File: src/rtl/var_delay_line.sv
// Variable delay line: circular buffer with a runtime-loadable tap distance and fill-based validity.
// Optional VAR_DELAY_LINE_OUTREG_EN registers out/out_valid, adding one ce-cycle of latency.
module var_delay_line #(
  parameter int WIDTH       = 8,
  parameter int MAX_DELAY   = 16,
  parameter int RESET_DELAY = MAX_DELAY,
  localparam int DW         = $clog2(MAX_DELAY + 1)
) (
  input  logic             clk,
  input  logic             rst,
  input  logic             ce,
  input  logic             delay_ld,
  input  logic [DW-1:0]    delay,
  input  logic [WIDTH-1:0] in,
  output logic [WIDTH-1:0] out,
  output logic             out_valid,
  output logic [DW-1:0]    cur_delay
);

  localparam int AW = (MAX_DELAY > 1) ? $clog2(MAX_DELAY) : 1;

  logic [WIDTH-1:0] mem_q [MAX_DELAY];
  logic [AW-1:0]    wp_q, wp_d;
  logic [DW-1:0]    fill_q, fill_d;
  logic [DW-1:0]    dly_q, dly_d;
  logic [DW:0]      rd_sum;
  logic [AW-1:0]    rd_addr;
  logic             vld_c;
  logic [WIDTH-1:0] out_c;

  always_comb begin
    wp_d = wp_q;
    if (ce) begin
      if (int'(wp_q) == MAX_DELAY - 1) wp_d = '0;
      else                             wp_d = wp_q + 1'b1;
    end
  end

  // A load restarts validity; the sample written in the load cycle counts as the first one.
  always_comb begin
    fill_d = fill_q;
    dly_d  = dly_q;
    if (delay_ld) begin
      dly_d  = (int'(delay) > MAX_DELAY) ? DW'(MAX_DELAY) : delay;
      fill_d = ce ? DW'(1) : '0;
    end else if (ce && (fill_q < dly_q)) begin
      fill_d = fill_q + 1'b1;
    end
  end

  always_ff @(posedge clk) begin
    if (rst) begin
      wp_q   <= '0;
      fill_q <= '0;
      dly_q  <= DW'(RESET_DELAY);
    end else begin
      wp_q   <= wp_d;
      fill_q <= fill_d;
      dly_q  <= dly_d;
    end
  end

  always_ff @(posedge clk) begin
    if (ce && !rst) mem_q[wp_q] <= in;
  end

  // (wp - D) mod MAX_DELAY without a divider; D = MAX_DELAY lands on wp (oldest slot).
  always_comb begin
    rd_sum = (DW+1)'(wp_q) + (DW+1)'(MAX_DELAY) - (DW+1)'(dly_q);
    if (rd_sum >= (DW+1)'(MAX_DELAY)) rd_sum = rd_sum - (DW+1)'(MAX_DELAY);
    rd_addr = AW'(rd_sum);
  end

  always_comb begin
    vld_c = (fill_q >= dly_q);
    out_c = '0;
    if (vld_c) out_c = (dly_q == '0) ? in : mem_q[rd_addr];
  end

  assign cur_delay = dly_q;

`ifdef VAR_DELAY_LINE_OUTREG_EN
  logic [WIDTH-1:0] out_q;
  logic             vld_q;

  always_ff @(posedge clk) begin
    if (rst) begin
      out_q <= '0;
      vld_q <= 1'b0;
    end else if (ce) begin
      out_q <= out_c;
      vld_q <= vld_c;
    end
  end

  assign out       = out_q;
  assign out_valid = vld_q;
`else
  assign out       = out_c;
  assign out_valid = vld_c;
`endif

endmodule

File: config.mk
export PLATFORM = sky130hd
export DESIGN_NAME = var_delay_line
export DESIGN_NICKNAME = d
export VERILOG_FILES = /design/src/rtl/var_delay_line.sv
export SDC_FILE = /design/constraint.sdc
export NUM_CORES = 1
export LEC_CHECK = 0
export BUFFER_PORTS_ARGS = -buffer_cell sky130_fd_sc_hd__buf_2
export CAP_MARGIN = 40
export CORE_MARGIN = 3
export CORE_UTILIZATION = 36
export DETAILED_ROUTE_END_ITERATION = 8
export PLACE_DENSITY_LB_ADDON = 0.1
export SLEW_MARGIN = 10
export SYNTH_ARGS = -nofsm -noshare
export SYNTH_HDL_FRONTEND = slang
export SYNTH_SLANG_ARGS = --single-unit
File: constraint.sdc
create_clock -name clk -period 5.8 [get_ports clk]
set_clock_uncertainty 0.1 [all_clocks]
set_input_delay 1.16 -clock clk [delete_from_list [all_inputs] [get_ports clk]]
set_output_delay 1.16 -clock clk [all_outputs]
set_load 0.02 [all_outputs]
**Word-level counts from Yosys, hierarchy flattened**

Memories as Yosys holds them, arrays and structs flattened.
Cells that the tools add are included.

- Register bits: 14
- Bits in writable memories: 128
- Bits of input ports: 17
- Output and inout bits: 14
- Word-level logic and storage cells: 29
- Memories: 1

Memories:

| memory | depth | bits a word | read ports | clocked after memory_dff | write ports | RTL line | text |
|---|---|---|---|---|---|---|---|
| mem_q | 16 | 8 | 1 | 0 | 1 | 22 | `logic [WIDTH-1:0] mem_q [MAX_DELAY];` |

- $add $sub $neg: 5
- Magnitude comparators: 4
- Eq/ne operators: 1
- Muxes and demuxes: 10
- Reductions and logical operators: 5

Operators by type and width:

| operator | count |
|---|---|
| 2-to-1 mux 8 bit | 2 |
| 2-to-1 mux 5 bit | 3 |
| 2-to-1 mux 4 bit | 2 |
| adder 4 x 5 -> 6 bit, second input constant | 1 |
| greater-or-equal comparator 6 x 5 -> 1 bit, second input constant | 1 |
| subtractor 6 x 5 -> 6 bit | 1 |
| adder 5 x 1 -> 5 bit, second input constant | 1 |
| greater-or-equal comparator 5 bit | 1 |
| > comparator 5 bit, second input constant | 1 |
| zero test 5 bit | 1 |
| < comparator 5 bit | 1 |
| adder 4 x 1 -> 4 bit, second input constant | 1 |
| equality test 4 x 1 -> 1 bit, second input constant | 1 |
| subtractor 4 x 1 -> 4 bit, second input constant | 1 |
| 2-to-1 mux 1 bit | 3 |
| logical AND 1 bit | 2 |
| nonzero test 2 bit | 1 |
| zero test 1 bit | 1 |

**Depth between registers and ports, before layout**

Gate-level depths: netlist of run 1.
An unclocked memory read counts as a cell.

- Depth in word-level cells: 7
- Gate-level depth with buffers: 12
- Mapped depth without buffers: 9

**Worst setup path after synthesis of run 1**

No wires, ideal clock.

- Path type: register to output
- Start point: register dly_q[0] (netlist: cur_delay[0])
- End point: output out[5]
- Data arrival time: 2.804 ns
- Data required time: 4.540 ns
- Path slack: 1.736 ns
- Stages on the path, launching flop included: 12
- Buffers on the path: 3
- Path through: dfxtp_1 > ha_1 > inv_1 > fa_1 > buf_4 > buf_6 > buf_12 > mux2i_1 > and3_2 > nor4_1 > mux2i_1 > a211oi_1

- Word-level cells in the longest chain between the ends: 6
- Elaborated cells on any way between the ends: 9
- Classes of those cells: add/sub (2); order compare (2); mux (3); reduce/logical (1); memory (1)

Ends and longest elaborated chain:

| element | RTL line | text |
|---|---|---|
| start: declaration | 25 | `logic [DW-1:0] dly_q, dly_d;` |
| start signal: assignment | 55 | `dly_q <= DW'(RESET_DELAY);` |
| start signal: assignment | 59 | `dly_q <= dly_d;` |
| subtractor 6 x 5 -> 6 bit | 69 | `rd_sum = (DW+1)'(wp_q) + (DW+1)'(MAX_DELAY) - (DW+1)'(dly_q);` |
| greater-or-equal comparator 6 x 5 -> 1 bit or subtractor 4 x 1 -> 4 bit (tied branches) | 70 | `if (rd_sum >= (DW+1)'(MAX_DELAY)) rd_sum = rd_sum - (DW+1)'(MAX_DELAY);` |
| 2-to-1 mux 4 bit | 70 |  |
| memory read (16 x 8 bit) | - |  |
| 2-to-1 mux 8 bit | 77 | `if (vld_c) out_c = (dly_q == '0) ? in : mem_q[rd_addr];` |
| 2-to-1 mux 8 bit * | 77 |  |
| end: declaration | 15 | `output logic [WIDTH-1:0] out,` |

Mark *: on every way between the ends. The rest lies on a longest branch, timed or not.

**Worst setup path after layout of run 1**

- Start point: register wp_q[0]
- End point: output out[0]

- Word-level cells in the longest chain between the ends: 7
- Elaborated cells on any way between the ends: 8
- Classes of those cells: add/sub (3); order compare (1); mux (3); memory (1)

Ends and longest elaborated chain:

| element | RTL line | text |
|---|---|---|
| start: declaration | 23 | `logic [AW-1:0] wp_q, wp_d;` |
| start signal: assignment | 57 | `wp_q <= wp_d;` |
| adder 4 x 5 -> 6 bit * | 69 |  |
| subtractor 6 x 5 -> 6 bit * | 69 |  |
| greater-or-equal comparator 6 x 5 -> 1 bit or subtractor 4 x 1 -> 4 bit (tied branches) | 70 |  |
| 2-to-1 mux 4 bit * | 70 |  |
| memory read (16 x 8 bit) * | - |  |
| 2-to-1 mux 8 bit * (2 in series) | 77 |  |

Marked as above.

==> results of run 1 <==
-- through the flow --
step | power [uW] | utilization | cell area, um^2 | hold slack (ps)
final | 2340 | 0.416 | 7250 | 414
after global routing | 2430 | 0.416 | 7250 | 463
after CTS | 2360 | 0.416 | 7250 | 415
after detailed placement | 1440 | 0.388 | 6760 | 404
after global placement | 1430 | 0.387 | 6730 | 379
after floorplan | 1360 | - | 6450 | 358
-- placed cells by master, fill, tap and decap left out, drive strengths merged --
| master | Yosys | layout |
|---|---|---|
| a2111oi | 33 | 33 |
| a211o | 1 | 1 |
| a211oi | 9 | 9 |
| a21o | 2 | 2 |
| a21oi | 10 | 10 |
| and2 | 19 | 19 |
| and2b | 10 | 10 |
| and3 | 32 | 32 |
| buf | 8 | 40 |
| clkbuf | 18 | 21 |
| clkinv | 0 | 10 |
| clkinvlp | 0 | 1 |
| dfxtp | 14 | 14 |
| edfxtp | 128 | 128 |
| fa | 1 | 1 |
| ha | 13 | 13 |
| inv | 12 | 12 |
| mux2i | 41 | 41 |
| nand2 | 11 | 11 |
| nand2b | 2 | 2 |
| nand3 | 5 | 5 |
| nand3b | 2 | 2 |
| nand4 | 1 | 1 |
| nor2 | 13 | 13 |
| nor2b | 22 | 22 |
| nor3 | 1 | 1 |
| nor3b | 2 | 2 |
| nor4 | 17 | 17 |
| o211ai | 1 | 1 |
| o21ai | 8 | 8 |
| o22ai | 3 | 3 |
| or2 | 1 | 1 |
| or3 | 3 | 3 |
| or4 | 1 | 1 |
| xnor2 | 3 | 3 |
| xor2 | 2 | 2 |
-- how the worst max path moves through the flow --
stage | startpoint | slack [ps] | to
after detailed placement | wp_q[0] | 840 | out[0]
final | wp_q[0] | 470 | out[0]
after floorplan | cur_delay[0] | 1740 | out[5]
after global routing | wp_q[0] | 250 | out[0]
after CTS | wp_q[0] | 410 | out[0]
after global placement | wp_q[0] | 860 | out[0]
-- state kept, by name, summed over array words and instances (netlist names) --
signal     cells
mem_q        128
cur_delay      5
fill_q         5
wp_q           4
-- synth_stat cells, types with 10 or more instances --
library cell,number
and2b_2,10
and3_1,11
dfxtp_1,14
clkbuf_1,14
and3_2,21
a2111oi_0,33
mux2i_1,41
nor2_1,13
a21oi_1,10
nor4_1,17
edfxtp_1,128
and2_1,19
ha_1,13
inv_1,12
nand2_1,11
nor2b_1,22
-- power groups by stage --
stage	Sequential, uW	Clock (uW)	Combinational, uW
after floorplan	1150	0	209
after global placement	1150	0	284
after detailed placement	1150	0	288
after CTS	1130	937	289
after global routing	1130	987	313
final	1130	922	284
-- cell families (layout without fill, tap and decap cells) --
group,count (synthesis),count (layout),synth area share
AOI/OAI and AO/OA,67,67,0.0780
xor gates and xnor gates,5,5,0.00970
adders and majority gates,14,14,0.0283
buffers and inverters,42,84,0.0446
DFF,142,142,0.640
muxes,41,41,0.0636
and+or+nand+nor,142,142,0.136
-- layer usage --
layer / vias to the layer above / wire (um) / global-route usage / part of all wire
met5: - / 0 / 0 / 0
met4: 0 / 110 / 0.0337 / 0.0075
met3: 6 / 448 / 0.0409 / 0.030
met2: 45 / 7200 / 0.255 / 0.49
met1: 1892 / 6950 / 0.209 / 0.47
li1: 1812 / - / - / -
-- area by class of cell --
type / count / area share
clock buffer: 21 / 0.0608
clock inverter: 11 / 0.00708
inverter: 12 / 0.00622
multi-input combinational: 269 / 0.284
sequential: 142 / 0.569
tap: 225 / 0.0388
timing repair buffer: 40 / 0.0338
-- worst register-to-register path: cells and delay by family (launching register included) --
family	cells	cell delay [ps]
flip-flops	1	350
buffers and inverters	1	100
AO/OA/AOI/OAI	4	920
adder cells (fa/ha/maj)	1	320
AND/OR/NAND/NOR	1	370
==> out/qor.yml, run 1 <==
timing:
  tns_ps: 0
  worstMarginPinSlew_ps: 660
  slew_viol_final: 0
  setup_viol: 0
  period_minus_slack_ps: 5330
  hold_viol: 0
  rsz0062_at_grt: "no"
  fmax_ghz: 0.188
  post-route-period-util: 0.919
  setup_slack_ps: 467
  slew_headroom: 0.559
logic_synthesis:
  synth_seq_cells: 142
  ys.flop_type: "edfxtp_1"
  syn_nets: 484
  synthTopCellsByArea: "edfxtp_1 60%, mux2i_1 6.4%, a2111oi_0 4.5%, dfxtp_1 4.3%, ha_1 2.5%"
  syn_inst: 453
  yosysTopAreaCellShare: 0.596
  synth_edf_count: 128
  syn-cell-area_um2: 6450
  avgSynthCellArea_um2: 14.2
  yosys_warnings: 0
  async_flop_share: 0
  synth_area_leader_cell: "edfxtp_1"
  seq_area_frac_synth: 0.640
  ys_types: 46
route:
  ant_nets: 0
  routed_wirelength_um: 14700
  drt_first_pass_iters: 4
  post_drt_wl_per_cell_um: 20.4
  num_vias: 3755
  drc: 0
  initialDrtViolationCount: 217
  viasPerCell: 5.22
pwr:
  combPwrFrac: 0.122
  leakage_uw: 0.00254
  power_switching_uw: 567
  vdd_drop_max_mv: 0.234
  p_int_uw: 1770
  p_per_area_nw_per_um2: 322
  p_sw_frac: 0.243
  p_seq_frac: 0.483
  pwr-share-clk: 0.395
worst_setup_path:
  timing.rr.end: "fill_q[4]"
  critPathMaxFanout: 45
  crit_required_ps: 4540
  critical_path_class: "reg -> out"
  reg2reg_from: "cur_delay[2]"
  critPathMaxStageDelay_ps: 1000
  arrival_ps: 4070
  worstRegToRegCells: 7
  r2r_slack_ps: 3570
  crit_cells: 12
  cp_cell_sequence: "inv_1 -> ha_1 -> inv_1 -> fa_4 -> buf_12 -> mux2i_1 -> and3_1 -> nor4_1 -> buf_4 -> mux2i_1 -> a211oi_1 -> buf_2"
  crit_path_end_kind: "primary output"
  critical_path.top_delay_family: "adder cells"
  cp_slowest_cell: "fa_4"
  critPathBufInv: 5
  cp-start-kind: "flip-flop"
global_route:
  antenna_found_initial: 0
  grt_pass1_vias: 3778
  grt_start_max_net_pins: 65
  grtUsageTotal: 0.155
  grt_pass1_wl_um: 22800
  grt_overflow: 0
cts:
  clock_latency_ps: 410
  cts_num_sinks: 142
  cts_setup_buffers: 0
  hold_buffers: 0
  cts-root-buf: "clkbuf_16"
  numCtsBuffers: 17
  clk_pin_slew_ps: 50
  tritoncts: "yes"
  cts_buffer_depth: 2
  htreeDepth: 4
  cts_resized: 0
hold_path:
  hold_start: "fill_q[4]"
  min_delay_path_depth: 2
  hold_path.class: "reg -> reg"
  min_to: "fill_q[4]"
layout:
  nets: 513
  seq_area_um2: 4120
  drive_gt1_frac: 0.204
  syn_to_final_growth_pct: 12.4
  instances_no_fill: 720
  nFillCells: 1644
  n_antenna_cell: 0
  multiInputGateArea_um2: 2060
status:
  status: "complete, no violations"
run:
  drv_cap: 0
die:
  num_io_pins: 31
  design.die.area_um2: 19600
  start_util: 0.370
  rows: 48
  core_area_um2: 17400
  fp.dieH_um: 140
  die_w_um: 140
placed_design:
  io_buffers: 30
  routabilityCongestion: 0.746
  dp_hpwl_um: 9730
  placed_cells: 688
  pre_cts_ws_ps: 840
Power figures use the tool's default switching activity.
==> run 2, diff against run 1 <==
--- a/config.mk
+++ b/config.mk
@@ -8,7 +8,7 @@
 export BUFFER_PORTS_ARGS = -buffer_cell sky130_fd_sc_hd__buf_2
 export CAP_MARGIN = 40
 export CORE_MARGIN = 3
-export CORE_UTILIZATION = 36
+export CORE_UTILIZATION = 50
 export DETAILED_ROUTE_END_ITERATION = 8
 export PLACE_DENSITY_LB_ADDON = 0.1
 export SLEW_MARGIN = 10
==> out/qor.yml, run 2 (synthesis gave the netlist of run 1 again) <==
status:
  status: "complete, no violations"
hold_path:
  hold_path.class: "reg -> reg"
  hold_start: "fill_q[3]"
  min_to: "fill_q[3]"
  min_delay_path_depth: 2
timing:
  tns_ps: 0
  rsz0062_at_grt: "no"
  fmax_ghz: 0.195
  slew_headroom: 0.410
  whs_ps: 403
  hold_viol: 0
  post-route-period-util: 0.883
  period_minus_slack_ps: 5120
  slew_viol_final: 0
  setup_viol: 0
  worstMarginPinSlew_ps: 884
layout:
  drive_gt1_frac: 0.202
  largest_reg_flops: 128
  final_area_um2: 7150
  n_antenna_cell: 0
  nFillCells: 1013
  seq_area_um2: 4120
  fin_util: 0.581
  top_register: "mem_q"
  final_common_cell: "edfxtp_1"
  multiInputGateArea_um2: 2060
  syn_to_final_growth_pct: 10.9
  nets: 510
  layout_common_cells: "128 x edfxtp_1, 41 x mux2i_1, 33 x a2111oi_0, 30 x buf_2, 22 x nor2b_1"
worst_setup_path:
  arrival_ps: 3860
  reg2reg_from: "cur_delay[2]"
  critPathMaxFanout: 43
  critPathMaxStageDelay_ps: 1120
  crit_required_ps: 4540
  cp_common_cell: "inv_1"
  r2r_slack_ps: 3500
  cp_slowest_cell: "fa_4"
  crit_path_end_kind: "primary output"
  cp-start-kind: "flip-flop"
  critical_path_class: "reg -> out"
  timing.rr.end: "fill_q[4]"
  cp_cell_sequence: "inv_1 -> ha_1 -> inv_1 -> fa_4 -> buf_12 -> and2b_2 -> a2111oi_0 -> nor4_1 -> mux2i_1 -> a211oi_1 -> buf_2"
  worstRegToRegCells: 7
cts:
  tritoncts: "yes"
  numCtsBuffers: 17
  cts_num_sinks: 142
  cts-root-buf: "clkbuf_16"
  cts_setup_buffers: 0
  cts_resized: 0
  clk_pin_slew_ps: 50
  clock_latency_ps: 410
  hold_buffers: 0
  htreeDepth: 4
  cts_buffer_depth: 2
die:
  num_io_pins: 31
  design.die.area_um2: 14300
  die_w_um: 120
  core_area_um2: 12300
  rows: 40
  fp.dieH_um: 120
  start_util: 0.524
placed_design:
  io_buffers: 30
  routabilityCongestion: 0.775
  dp_hpwl_um: 8540
  dpl-instance-area_um2: 6670
route:
  num_vias: 3705
  drt_first_pass_iters: 4
  post_drt_wl_per_cell_um: 20.0
  initialDrtViolationCount: 390
  drc: 0
  routed_wirelength_um: 13200
  viasPerCell: 5.62
  ant_nets: 0
run:
  drv_cap: 0
global_route:
  antenna_found_initial: 0
  grt_start_max_net_pins: 44
  grt_overflow: 0
  grt_pass1_wl_um: 21000
  grtUsageTotal: 0.196
  grt_pass1_vias: 3764
pwr:
  power_uw: 2310
  p_per_area_nw_per_um2: 323
  leakage_uw: 0.00252
  vdd_drop_max_mv: 0.211
run 2: per-layer routing:
metal | track usage | share of wire | up-vias
met5 | 0 | 0 | -
met4 | 0.0630 | 0.0052 | 0
met3 | 0.0528 | 0.048 | 6
met2 | 0.307 | 0.49 | 85
met1 | 0.267 | 0.45 | 1811
li1 | - | - | 1803
run 2: power by group:
part / switching, uW / internal [uW] / leakage [uW]
clock network: 381 / 531 / 0.000243
registers: 5.67 / 1120 / 0.00127
logic: 163 / 108 / 0.00101
run 2: worst max-delay path by stage:
stage / from / endpoint
6_report: wp_q[0] / out[5]
3_5_place_dp: wp_q[0] / out[5]
5_1_grt: wp_q[0] / out[1]
4_1_cts: wp_q[0] / out[5]
2_1_floorplan: cur_delay[0] / out[5]
3_3_place_gp: wp_q[0] / out[0]
run 2: through the flow:
| step | worst slack [ps] | instances |
|---|---|---|
| after CTS | 634 | 659 |
| after detailed placement | 1080 | 628 |
| after floorplan | 1740 | 453 |
| after global routing | 375 | 659 |
| final | 678 | 659 |
| after global placement | 1120 | 626 |
run 2: cell type report:
| type | count | area share |
|---|---|---|
| multi-input cells | 269 | 0.288 |
| repair buffers | 37 | 0.0317 |
| flip-flops and latches | 142 | 0.576 |
| inverters | 12 | 0.00630 |
| well taps | 168 | 0.0294 |
| clock buffers | 20 | 0.0610 |
| clock inverters | 11 | 0.00735 |
run 2: worst max-delay path, delay by kind of cell (launching register included):
family / cells / cell delay [ps]
flops: 1 / 350
mux: 1 / 160
buf+inv: 4 / 710
fa+ha+maj: 2 / 1300
simple gates: 2 / 370
compound gates: 2 / 540
==> run 3, diff against run 2 <==
==> constraint.sdc (replaced) <==
create_clock -name clk -period 6.1 [get_ports clk]
set_clock_uncertainty 0.1 [all_clocks]
set_input_delay 1.22 -clock clk [delete_from_list [all_inputs] [get_ports clk]]
set_output_delay 1.22 -clock clk [all_outputs]
set_load 0.02 [all_outputs]
==> out/qor.yml, run 3 (synthesis gave the netlist of run 1 again) <==
status:
  status: "complete, no violations"
layout:
  drive_gt1_frac: 0.215
  nets: 510
  largest_reg_flops: 128
  top_register: "mem_q"
  n_antenna_cell: 0
  syn_to_final_growth_pct: 13.5
  final_common_cell: "edfxtp_1"
  fin_util: 0.594
  layout_common_cells: "128 x edfxtp_1, 41 x mux2i_1, 33 x a2111oi_0, 30 x buf_2, 22 x nor2b_1"
cts:
  cts_num_sinks: 142
  cts-root-buf: "clkbuf_16"
  clock_latency_ps: 420
  clk_pin_slew_ps: 60
  cts_setup_buffers: 0
  htreeDepth: 4
  hold_buffers: 0
  cts_buffer_depth: 2
  numCtsBuffers: 17
  cts_resized: 0
  tritoncts: "yes"
timing:
  slew_headroom: 0.512
  post-route-period-util: 0.903
  rsz0062_at_grt: "no"
  slew_viol_final: 0
  whs_ps: 407
  tns_ps: 0
  worstMarginPinSlew_ps: 732
  fmax_ghz: 0.182
  period_minus_slack_ps: 5510
  hold_viol: 0
  setup_viol: 0
  setup_slack_ps: 593
route:
  num_vias: 3695
  ant_nets: 0
  drt-met1-wl_um: 6140
  drc: 0
  initialDrtViolationCount: 465
  routed_wirelength_um: 13200
  dr_wl_met3_um: 586
  post_drt_wl_per_cell_um: 20.1
  viasPerCell: 5.60
  wl_met2_um: 6380
  routed.top_layer: "met4"
  drt_first_pass_iters: 4
placed_design:
  routabilityCongestion: 0.779
  io_buffers: 30
  dp_hpwl_um: 8200
  pre_cts_ws_ps: 1000
global_route:
  grtUsageTotal: 0.199
  grt_pass1_vias: 3707
  antenna_found_initial: 0
  grt_start_max_net_pins: 56
  grt_overflow: 0
  grt_pass1_wl_um: 21200
worst_setup_path:
  crit_path_end_kind: "primary output"
  critPathMaxStageDelay_ps: 1240
  critical_path.top_delay_family: "adder cells"
  cp-start-kind: "flip-flop"
  cp_cell_sequence: "inv_1 -> ha_1 -> inv_1 -> fa_4 -> buf_4 -> mux2i_1 -> and3_2 -> nor4_1 -> mux2i_1 -> a211oi_1 -> buf_2"
  r2r_slack_ps: 3860
  critical_path_class: "reg -> out"
  endpoint: "out[5]"
  critPathMaxFanout: 55
  worstRegToRegCells: 7
  cp_slowest_cell: "fa_4"
  timing.rr.end: "fill_q[3]"
  arrival_ps: 4190
  startpoint: "wp_q[0]"
  reg2reg_from: "cur_delay[2]"
  critPathBufInv: 4
  crit_cells: 11
  crit_required_ps: 4780
die:
  design.die.area_um2: 14300
  die_w_um: 120
  start_util: 0.524
  num_io_pins: 31
  rows: 40
  fp.dieH_um: 120
  core_area_um2: 12300
pwr:
  p_per_area_nw_per_um2: 341
  p_sw_frac: 0.217
  p_seq_frac: 0.431
  leakage_uw: 0.00261
  pwr-share-clk: 0.467
  combPwrFrac: 0.102
  power_switching_uw: 542
  p_int_uw: 1950
  vdd_drop_max_mv: 0.217
  power_uw: 2490
hold_path:
  min_delay_path_depth: 2
  hold_path.class: "reg -> reg"
run:
  drv_cap: 0
[run 3: area by class of cell]
cell class                 count  area (um^2)
timing repair buffer          37          210
tap                          168          210
inverter                      12         45.0
fill                        1003         4990
sequential                   142         4120
clock inverter                13          216
multi-input combinational    269         2060
clock buffer                  19          453
[run 3: routing by layer]
| metal | vias to the layer above | track usage |
|---|---|---|
| li1 | 1803 | - |
| met1 | 1807 | 0.276 |
| met2 | 76 | 0.307 |
| met3 | 9 | 0.0481 |
| met4 | 0 | 0.0723 |
| met5 | - | 0 |
[run 3: worst min path at each step]
| stage | startpoint | to |
|---|---|---|
| 2_1_floorplan | fill_q[4] | fill_q[4] |
| 3_3_place_gp | fill_q[4] | fill_q[4] |
| 3_5_place_dp | fill_q[4] | fill_q[4] |
| 4_1_cts | fill_q[4] | fill_q[4] |
| 5_1_grt | fill_q[4] | fill_q[4] |
| 6_report | fill_q[4] | fill_q[4] |
[run 3: power groups by stage]
stage                     Sequential [uW]  Clock [uW]  Combinational (uW)
after global routing                 1070        1230                 280
after detailed placement             1090           0                 256
after floorplan                      1090           0                 199
after global placement               1090           0                 251
final                                1070        1160                 255
after CTS                            1070        1180                 257
[run 3: worst reg2reg max path: stages, from the launching register on]
cell     delay [ps]
dfxtp_1         360
inv_1           100
ha_1            330
a21o_1          160
a21o_2          220
a211o_1         390
or3_1           370
a21oi_1         140
[run 3: per-stage QoR]
step | area, um^2 | std cells
after global routing | 7320 | 660
after floorplan | 6450 | 453
after detailed placement | 6650 | 628
after CTS | 7320 | 660
final | 7320 | 660
after global placement | 6630 | 626
